**config.mk**
```make
export PLATFORM = sky130hd
export DESIGN_NAME = key_direction_ctrl
export DESIGN_NICKNAME = d
export VERILOG_FILES = /design/src/rtl/key_direction_ctrl_pkg.sv /design/src/rtl/key_direction_ctrl_key_debounce.sv /design/src/rtl/key_direction_ctrl.sv
export SDC_FILE = /design/constraint.sdc
export NUM_CORES = 1
export LEC_CHECK = 0
export ABC_AREA = 1
export CORE_MARGIN = 10
export CORE_UTILIZATION = 50
export CTS_CLUSTER_SIZE = 12
export DETAILED_ROUTE_END_ITERATION = 8
export PLACE_DENSITY = 0.8
export SETUP_SLACK_MARGIN = 0.1
export SLEW_MARGIN = 0
export SYNTH_ARGS = -nofsm -noshare
export SYNTH_HDL_FRONTEND = slang
export SYNTH_SLANG_ARGS = --single-unit
```
**constraint.sdc**
```tcl
create_clock -name CLOCK_50 -period 1.3 [get_ports CLOCK_50]
set_clock_uncertainty 0.1 [all_clocks]
set_input_delay 0.195 -clock CLOCK_50 [delete_from_list [all_inputs] [get_ports CLOCK_50]]
set_output_delay 0.195 -clock CLOCK_50 [all_outputs]
set_load 0.01 [all_outputs]
```
**src/rtl/key_direction_ctrl_pkg.sv**
```systemverilog
// Shared game definitions: direction encoding, key bit positions and the
// request arbitration/legality helpers used by the direction controller.
package key_direction_ctrl_pkg;

    typedef enum logic [1:0] {
        DIR_UP    = 2'd0,
        DIR_DOWN  = 2'd1,
        DIR_LEFT  = 2'd2,
        DIR_RIGHT = 2'd3
    } dir_t;

    localparam int NUM_KEYS  = 4;
    localparam int KEY_UP    = 3;
    localparam int KEY_DOWN  = 2;
    localparam int KEY_LEFT  = 1;
    localparam int KEY_RIGHT = 0;

    typedef struct packed {
        logic valid;
        dir_t dir;
    } req_t;

    // Fixed priority up > down > left > right; lower-priority presses are dropped.
    function automatic req_t pick_request(input logic [NUM_KEYS-1:0] p);
        req_t r;
        r.valid = |p;
        if (p[KEY_UP]) begin
            r.dir = DIR_UP;
        end else if (p[KEY_DOWN]) begin
            r.dir = DIR_DOWN;
        end else if (p[KEY_LEFT]) begin
            r.dir = DIR_LEFT;
        end else begin
            r.dir = DIR_RIGHT;
        end
        return r;
    endfunction

    // Opposite directions differ only in bit 0, so a reversal is ref_dir ^ 1.
    function automatic logic is_blocked(input logic [1:0] req_dir, input logic [1:0] ref_dir);
        return (req_dir == ref_dir) || (req_dir == (ref_dir ^ 2'd1));
    endfunction

endpackage

```
**src/rtl/key_direction_ctrl_key_debounce.sv**
```systemverilog
// Single pushbutton conditioner: 2-flop synchronizer (active-high after
// inversion), saturating-free debounce counter, debounced level and press pulse.
module key_debounce
    import key_direction_ctrl_pkg::*;
#(
    parameter int DEBOUNCE_CYCLES = 1000000
) (
    input  logic clk,
    input  logic rst_n,
    input  logic key_n,
    output logic key_state,
    output logic press
);

    localparam int CW = (DEBOUNCE_CYCLES > 1) ? $clog2(DEBOUNCE_CYCLES) : 1;
    localparam logic [CW-1:0] CNT_MAX = CW'(DEBOUNCE_CYCLES - 1);

    logic          sync1_q, sync2_q;
    logic [CW-1:0] cnt_d, cnt_q;
    logic          state_d, state_q;
    logic          press_d, press_q;

    // Counter clears on agreement and at terminal count, so it can never wrap.
    always_comb begin
        cnt_d   = cnt_q;
        state_d = state_q;
        if (sync2_q == state_q) begin
            cnt_d = '0;
        end else if (cnt_q == CNT_MAX) begin
            cnt_d   = '0;
            state_d = ~state_q;
        end else begin
            cnt_d = cnt_q + CW'(1);
        end
        press_d = state_d & ~state_q;
    end

    // Synchronizer, debounce state and press pulse registers.
    always_ff @(posedge clk or negedge rst_n) begin
        if (!rst_n) begin
            sync1_q <= 1'b0;
            sync2_q <= 1'b0;
            cnt_q   <= '0;
            state_q <= 1'b0;
            press_q <= 1'b0;
        end else begin
            sync1_q <= ~key_n;
            sync2_q <= sync1_q;
            cnt_q   <= cnt_d;
            state_q <= state_d;
            press_q <= press_d;
        end
    end

    assign key_state = state_q;
    assign press     = press_q;

endmodule

```
**src/rtl/key_direction_ctrl.sv**
```systemverilog
// Snake direction controller: debounces four keys, filters illegal turns,
// holds one pending turn and commits it on each game step.
module key_direction_ctrl
    import key_direction_ctrl_pkg::*;
#(
    parameter int DEBOUNCE_CYCLES = 1000000
) (
    input  logic       CLOCK_50,
    input  logic       rst_n,
    input  logic [3:0] key_n,
    input  logic       step,
    input  logic       restart,
    output logic [1:0] dir,
    output logic       dir_changed,
    output logic [3:0] press,
    output logic [3:0] key_state
);

    logic [NUM_KEYS-1:0] press_s;
    logic [NUM_KEYS-1:0] key_state_s;
    req_t                req_s;

    dir_t dir_d, dir_q;
    dir_t pend_d, pend_q;
    logic pend_valid_d, pend_valid_q;
    logic changed_d, changed_q;

    for (genvar i = 0; i < NUM_KEYS; i++) begin : g_key
        key_debounce #(
            .DEBOUNCE_CYCLES(DEBOUNCE_CYCLES)
        ) u_key_debounce (
            .clk      (CLOCK_50),
            .rst_n    (rst_n),
            .key_n    (key_n[i]),
            .key_state(key_state_s[i]),
            .press    (press_s[i])
        );
    end

    // Commit first, then judge the new request against the post-commit direction.
    always_comb begin
        dir_d        = dir_q;
        pend_d       = pend_q;
        pend_valid_d = pend_valid_q;
        changed_d    = 1'b0;
        req_s        = pick_request(press_s);
        if (restart) begin
            dir_d        = DIR_RIGHT;
            pend_valid_d = 1'b0;
        end else begin
            if (step && pend_valid_q) begin
                dir_d        = pend_q;
                pend_valid_d = 1'b0;
                changed_d    = (pend_q != dir_q);
            end else begin
                dir_d = dir_q;
            end
            if (req_s.valid && !is_blocked(req_s.dir, dir_d)) begin
                pend_d       = req_s.dir;
                pend_valid_d = 1'b1;
            end else begin
                pend_d = pend_q;
            end
        end
    end

    // Direction, pending request and change-pulse registers.
    always_ff @(posedge CLOCK_50 or negedge rst_n) begin
        if (!rst_n) begin
            dir_q        <= DIR_RIGHT;
            pend_q       <= DIR_UP;
            pend_valid_q <= 1'b0;
            changed_q    <= 1'b0;
        end else begin
            dir_q        <= dir_d;
            pend_q       <= pend_d;
            pend_valid_q <= pend_valid_d;
            changed_q    <= changed_d;
        end
    end

    assign dir         = dir_q;
    assign dir_changed = changed_q;
    assign press       = press_s;
    assign key_state   = key_state_s;

endmodule

```
* Word-level counts from Yosys, hierarchy flattened
Index checks and enable logic that the tools add are counted.
** Storage, ports and cells
- Flip-flop bits (word level) :: 102
- Input bits :: 8
** Operators by class
- Add/subtract/negate cells :: 4
- Equal/unequal tests :: 11
- Mux-type cells :: 27
- Bitwise operators :: 14
- Reduce and logical (&&, ||, !) cells :: 7
** Operator list (number)
- $mux W20 :: 8
- $add A20 B1 Y20 const B :: 4
- $eq A20 B20 Y1 const B :: 4
- $mux W1 :: 14
- $mux W2 :: 5
- $not A1 Y1 :: 10
- $and A1 B1 Y1 :: 4
- $eq A1 B1 Y1 :: 4
- $eq A2 B2 Y1 :: 2
- $reduce_or A4 Y1 :: 1
- $reduce_bool A3 Y1 :: 1
- $logic_and A1 B1 Y1 :: 2
- $ne A2 B2 Y1 :: 1
- $reduce_and A2 Y1 :: 1
- $logic_not A1 Y1 :: 1
- $logic_or A1 B1 Y1 :: 1

* Longest topological paths before layout
- Depth after elaboration :: 10
- Gate-level depth with buffers :: 9
- Gate-level depth less buffers :: 9

* By module
From an unflattened synthesis, not the netlist that was laid out.
** Unflattened totals
- Cells, all modules :: 695
- Area total of the unflattened synthesis :: 5516.5 sq um
** By module, submodules not included
- key_debounce :: instances 4, cells each 164, area each 1298.7 sq um
- key_direction_ctrl :: instances 1, cells each 39, area each 321.6 sq um

* Worst setup path before layout
OpenSTA, ideal clock, no wires.
- Path kind :: flip-flop to flip-flop
- From :: reg g_key[2].u_key_debounce.cnt_q[0]
- To :: reg g_key[2].u_key_debounce.cnt_q[19]
- Arrival time :: 1.236 ns
- Setup slack :: -0.153 ns
- Cell stages (with the launch flop) :: 9
- Buffers on the path :: 0
- Period minus slack after synthesis :: 1.453 ns
- Cell sequence :: dfrtp_1 ha_1 nand2_1 nor3_2 nand3_2 nand2_4 inv_2 nand2_1 nor2_2
** Between the ends
- Longest elaborated chain between the ends :: 3
** Ends and longest elaborated chain
- from (decl) :: line key_direction_ctrl_key_debounce.sv:19 : logic [CW-1:0] cnt_d, cnt_q;
- from (signal assigned) :: line key_direction_ctrl_key_debounce.sv:49 : cnt_q <= cnt_d;
- $add A20 B1 Y20 or $eq A20 B20 Y1 (tied branches) :: line key_direction_ctrl_key_debounce.sv:33, key_direction_ctrl_key_debounce.sv:29
- $mux W20 (*) :: line key_direction_ctrl_key_debounce.sv:29 : end else if (cnt_q == CNT_MAX) begin
- $mux W20 (*) :: line key_direction_ctrl_key_debounce.sv:27 : if (sync2_q == state_q) begin
- via g_key[2].u_key_debounce.cnt_d[19] :: line key_direction_ctrl_key_debounce.sv:19
Mark *: on every way through the listed nets, which the timed path passes. The rest lies on a longest branch.
A chain may end at the register's enable or synchronous reset.

* Final worst setup path
- From :: reg g_key[0].u_key_debounce.cnt_q[10]
- To :: reg g_key[0].u_key_debounce.cnt_q[19]
** Between the ends
- Longest elaborated chain between the ends :: 3
** Ends and longest elaborated chain (line)
- from (decl) :: key_direction_ctrl_key_debounce.sv:19
- from (signal assigned) :: key_direction_ctrl_key_debounce.sv:49
- $add A20 B1 Y20 or $eq A20 B20 Y1 (tied branches) :: key_direction_ctrl_key_debounce.sv:33, key_direction_ctrl_key_debounce.sv:29
- $mux W20 (*) :: key_direction_ctrl_key_debounce.sv:29
- $mux W20 (*) :: key_direction_ctrl_key_debounce.sv:27
- via g_key[0].u_key_debounce.cnt_d[19] :: key_direction_ctrl_key_debounce.sv:19
Marks and branches as above.

==> flow_summary.yaml <==
logic_synthesis:
  synth.distinct_cells: 31
  ys_ff_latch: 102
  synth_area_leader_cell: "dfrtp_1"
  ys_async_sr_fraction_pct: 100
  ys_top_cells_by_count: "nor2_1 (148), nand2_1 (121), dfrtp_1 (100)"
  synth_area_sq_um: 5430
  synthFlopType: "dfrtp_1"
  synth-seq-area-share_pct: 47.0
  synth.avg_cell_area_sq_um: 8.18
  synth_top_area_share_pct: 46.1
  synth_nets: 676
  post-synth-top-count-cell: "nor2_1"
  ys_warn_count: 0
  synthTopCellsByArea: "dfrtp_1 (46%), nor2_1 (10%), nand2_1 (8.4%)"
  postSynthCellCount: 664
  synth-edff-count: 0
pwr:
  power_leakage_nw: 3.72
  peakVddDrop_mv: 0.603
  power.density_nw_per_um2: 749
floorplanning:
  start_util_pct: 51.9
  die_w_um: 124
  die_y_um: 124
  rows: 37
  io_pins: 19
  core_area_sq_um: 10500
  die-area_sq_um: 15400
finish:
  final_area_sq_um: 8170
  fillers: 599
  area_growth_pct: 50.5
  final_nets: 865
  drive_above_1_share_pct: 46.0
  final_util_pct: 78.1
  diodes: 0
placement:
  dp_hpwl_um: 9630
  portBuffers: 18
  postPlaceCellArea_sq_um: 6710
  gp_congestion: 0.938
  pre_cts_ws_ns: -0.266
routing:
  drt_first_pass_iters: 5
  routed_wl_um: 17500
  drc: 0
  vias_per_cell: 5.41
  via_count: 5370
  drt-initial-drc-count: 450
  ant_nets: 0
  detail_route.wl_per_cell_um: 17.7
clock_tree:
  clkTransAtPathRegs_ns: 0.12
  clockBufferDepth: 2
  cts_buffers: 9
  root_buffer: "clkbuf_8"
  cts_num_sinks: 102
  tritoncts: "yes"
  htreeDepth: 3
  clkLatencyLatePin_ns: 0.39
worst_setup_path:
  crit_type: "reg -> reg"
  start_kind: "flip-flop"
  crit_chain: "buf_4 > nand2_1 > nor2_2 > nand2_1 > nor2_1 > nand2_1 > nand2_1 > nand2_1 > nor2_1"
  critPathBufInv: 1
  cp_common_cell: "nand2_1"
  cp_max_fo: 4
  critPathTopFamily: "simple AND/OR/NAND/NOR gates"
  cp_slowest_cell: "dfrtp_1"
  critPathArrivalTime_ns: 1.84
  cp-end-kind: "flip-flop"
  cp.required_ns: 1.51
  critPathMaxStageDelay_ns: 0.39
sta:
  finalSetupViolations: 88
  fmax_ghz: 0.615
  tightest_slew_ns: 0.435
  relSlewSlack_pct: 71.0
  drv_slew: 0
  finalCritPeriodShare_pct: 125
  hold_slack_ns: 0.176
  final.min_clock_period_ns: 1.63
  fin_ws_ns: -0.325
  fin_tns_setup_ns: -16.85
  hold_viol_final: 0
  rsz0062_at_grt: "yes"
hold_path:
  hold_class: "in -> async"
run:
  maxCapViolations: 0
global_route:
  overflow: 0
  grt_max_degree: 37
  antenna_found_initial: 0
  grtUsageTotal_pct: 18.2
  grt_pass1_wl_um: 24100
  grt_pass1_vias: 5290
outcome:
  violations: "negative setup slack"
  status: "finished, violations left"
[cells by family (layout without fill, tap and decap cells)]
group           count (synthesis)  count (layout)  synth area share (%)
compound gates                 31              31                  3.06
xor+xnor                       41              41                  7.03
fa+ha+maj                       4               4                 0.921
buf+inv                        81             274                  6.15
flops                         102             102                  47.0
simple gates                  405             405                  35.8
[routing by layer]
metal | up-vias | track usage (%) | wire length, um
li1 | 2465 | - | -
met1 | 2604 | 19.9 | 6380
met2 | 216 | 33.3 | 9470
met3 | 85 | 3.40 | 861
met4 | 0 | 7.70 | 818
met5 | - | 0 | 0
[per-stage QoR]
step / total power (W) / std cells
6_report: 0.00613 / 993
5_1_grt: 0.00631 / 993
4_1_cts: 0.00599 / 969
3_5_place_dp: 0.00374 / 923
3_3_place_gp: 0.00372 / 923
2_1_floorplan: 0.00354 / 664
[placed cells by master (no fill, tap or decap), types with 3 or more instances in the layout]
master | Yosys | routed
nand2_1 | 121 | 93
xnor2_4 | 0 | 4
nand3_4 | 0 | 10
buf_2 | 0 | 3
inv_2 | 4 | 5
inv_1 | 68 | 59
o21ai_1 | 0 | 6
ha_4 | 0 | 4
nor3_2 | 6 | 12
a21oi_1 | 15 | 11
inv_4 | 0 | 7
o21bai_1 | 3 | 3
nand3_1 | 45 | 25
xor2_2 | 0 | 7
xnor2_2 | 3 | 3
nor3_1 | 15 | 4
nand3_2 | 9 | 19
buf_6 | 0 | 47
nand4_1 | 12 | 12
nand2_4 | 3 | 12
buf_12 | 0 | 3
nor2_1 | 148 | 116
nand2_2 | 15 | 33
xor2_1 | 27 | 20
nor2_2 | 7 | 30
xnor2_1 | 11 | 7
buf_4 | 8 | 127
clkdlybuf4s50_1 | 0 | 6
dfrtp_2 | 0 | 4
o21ai_2 | 0 | 4
clkbuf_8 | 0 | 9
nor3_4 | 1 | 6
nor3b_2 | 0 | 3
nor2_4 | 14 | 23
a21oi_2 | 0 | 4
dfrtp_1 | 100 | 96
[sequential cells by signal (all words and copies together) (netlist names)]
signal / count
pend_valid_q: 1
g_key.u_key_debounce.cnt_q: 80
g_key.u_key_debounce.press: 4
dir_changed: 1
g_key.u_key_debounce.key_state: 4
g_key.u_key_debounce.sync1_q: 4
pend_q: 2
g_key.u_key_debounce.sync2_q: 4
dir: 2
[repair_timing]
| item | 4_1_cts | 5_1_grt |
|---|---|---|
| gates cloned | 0 | 2 |
| pin swaps | 54 | 74 |
| endpoints found under the hold margin | 53 | 0 |
| gates resized for setup | 133 | 129 |
| hold buffers | 1 | 0 |
| endpoints found under the setup margin | 99 | 104 |
| buffers inserted | 31 | 24 |
[power breakdown]
part	total (W)	leakage, nW	internal [W]	switching (W)
registers	0.00333	1.38	0.00324	0.0000881
logic	0.000539	2.24	0.000239	0.000299
clock network	0.00225	0.105	0.00108	0.00118
total	0.00613	3.72	0.00456	0.00157
[cell type report]
type                            count  area, sq um  area share (%)
Inverter                           72          293            3.58
Multi-Input combinational cell    481         3310            40.5
Sequential cell                   102         2560            31.3
Clock buffer                        9          124            1.52
Clock inverter                      6         86.3            1.06
Tap cell                          136          170            2.08
Timing Repair Buffer              187         1630            19.9
[path summary, 6_finish.rpt]
kind	to	cells after the start	slack, ns	startpoint
min	g_key[0].u_key_debounce.cnt_q[3]	2	0.18	rst_n
max	g_key[0].u_key_debounce.cnt_q[19]	9	-0.33	g_key[0].u_key_debounce.cnt_q[10]
min in group CLOCK_50	g_key[3].u_key_debounce.sync1_q	2	0.20	key_n[3]
max in group asynchronous	g_key[0].u_key_debounce.cnt_q[16]	3	0.36	rst_n
max reg2reg	g_key[0].u_key_debounce.cnt_q[19]	9	-0.33	g_key[0].u_key_debounce.cnt_q[10]
min reg2reg	g_key[0].u_key_debounce.sync2_q	0	0.26	g_key[0].u_key_debounce.sync1_q
Note: power is estimated with default switching activity, not from simulation.
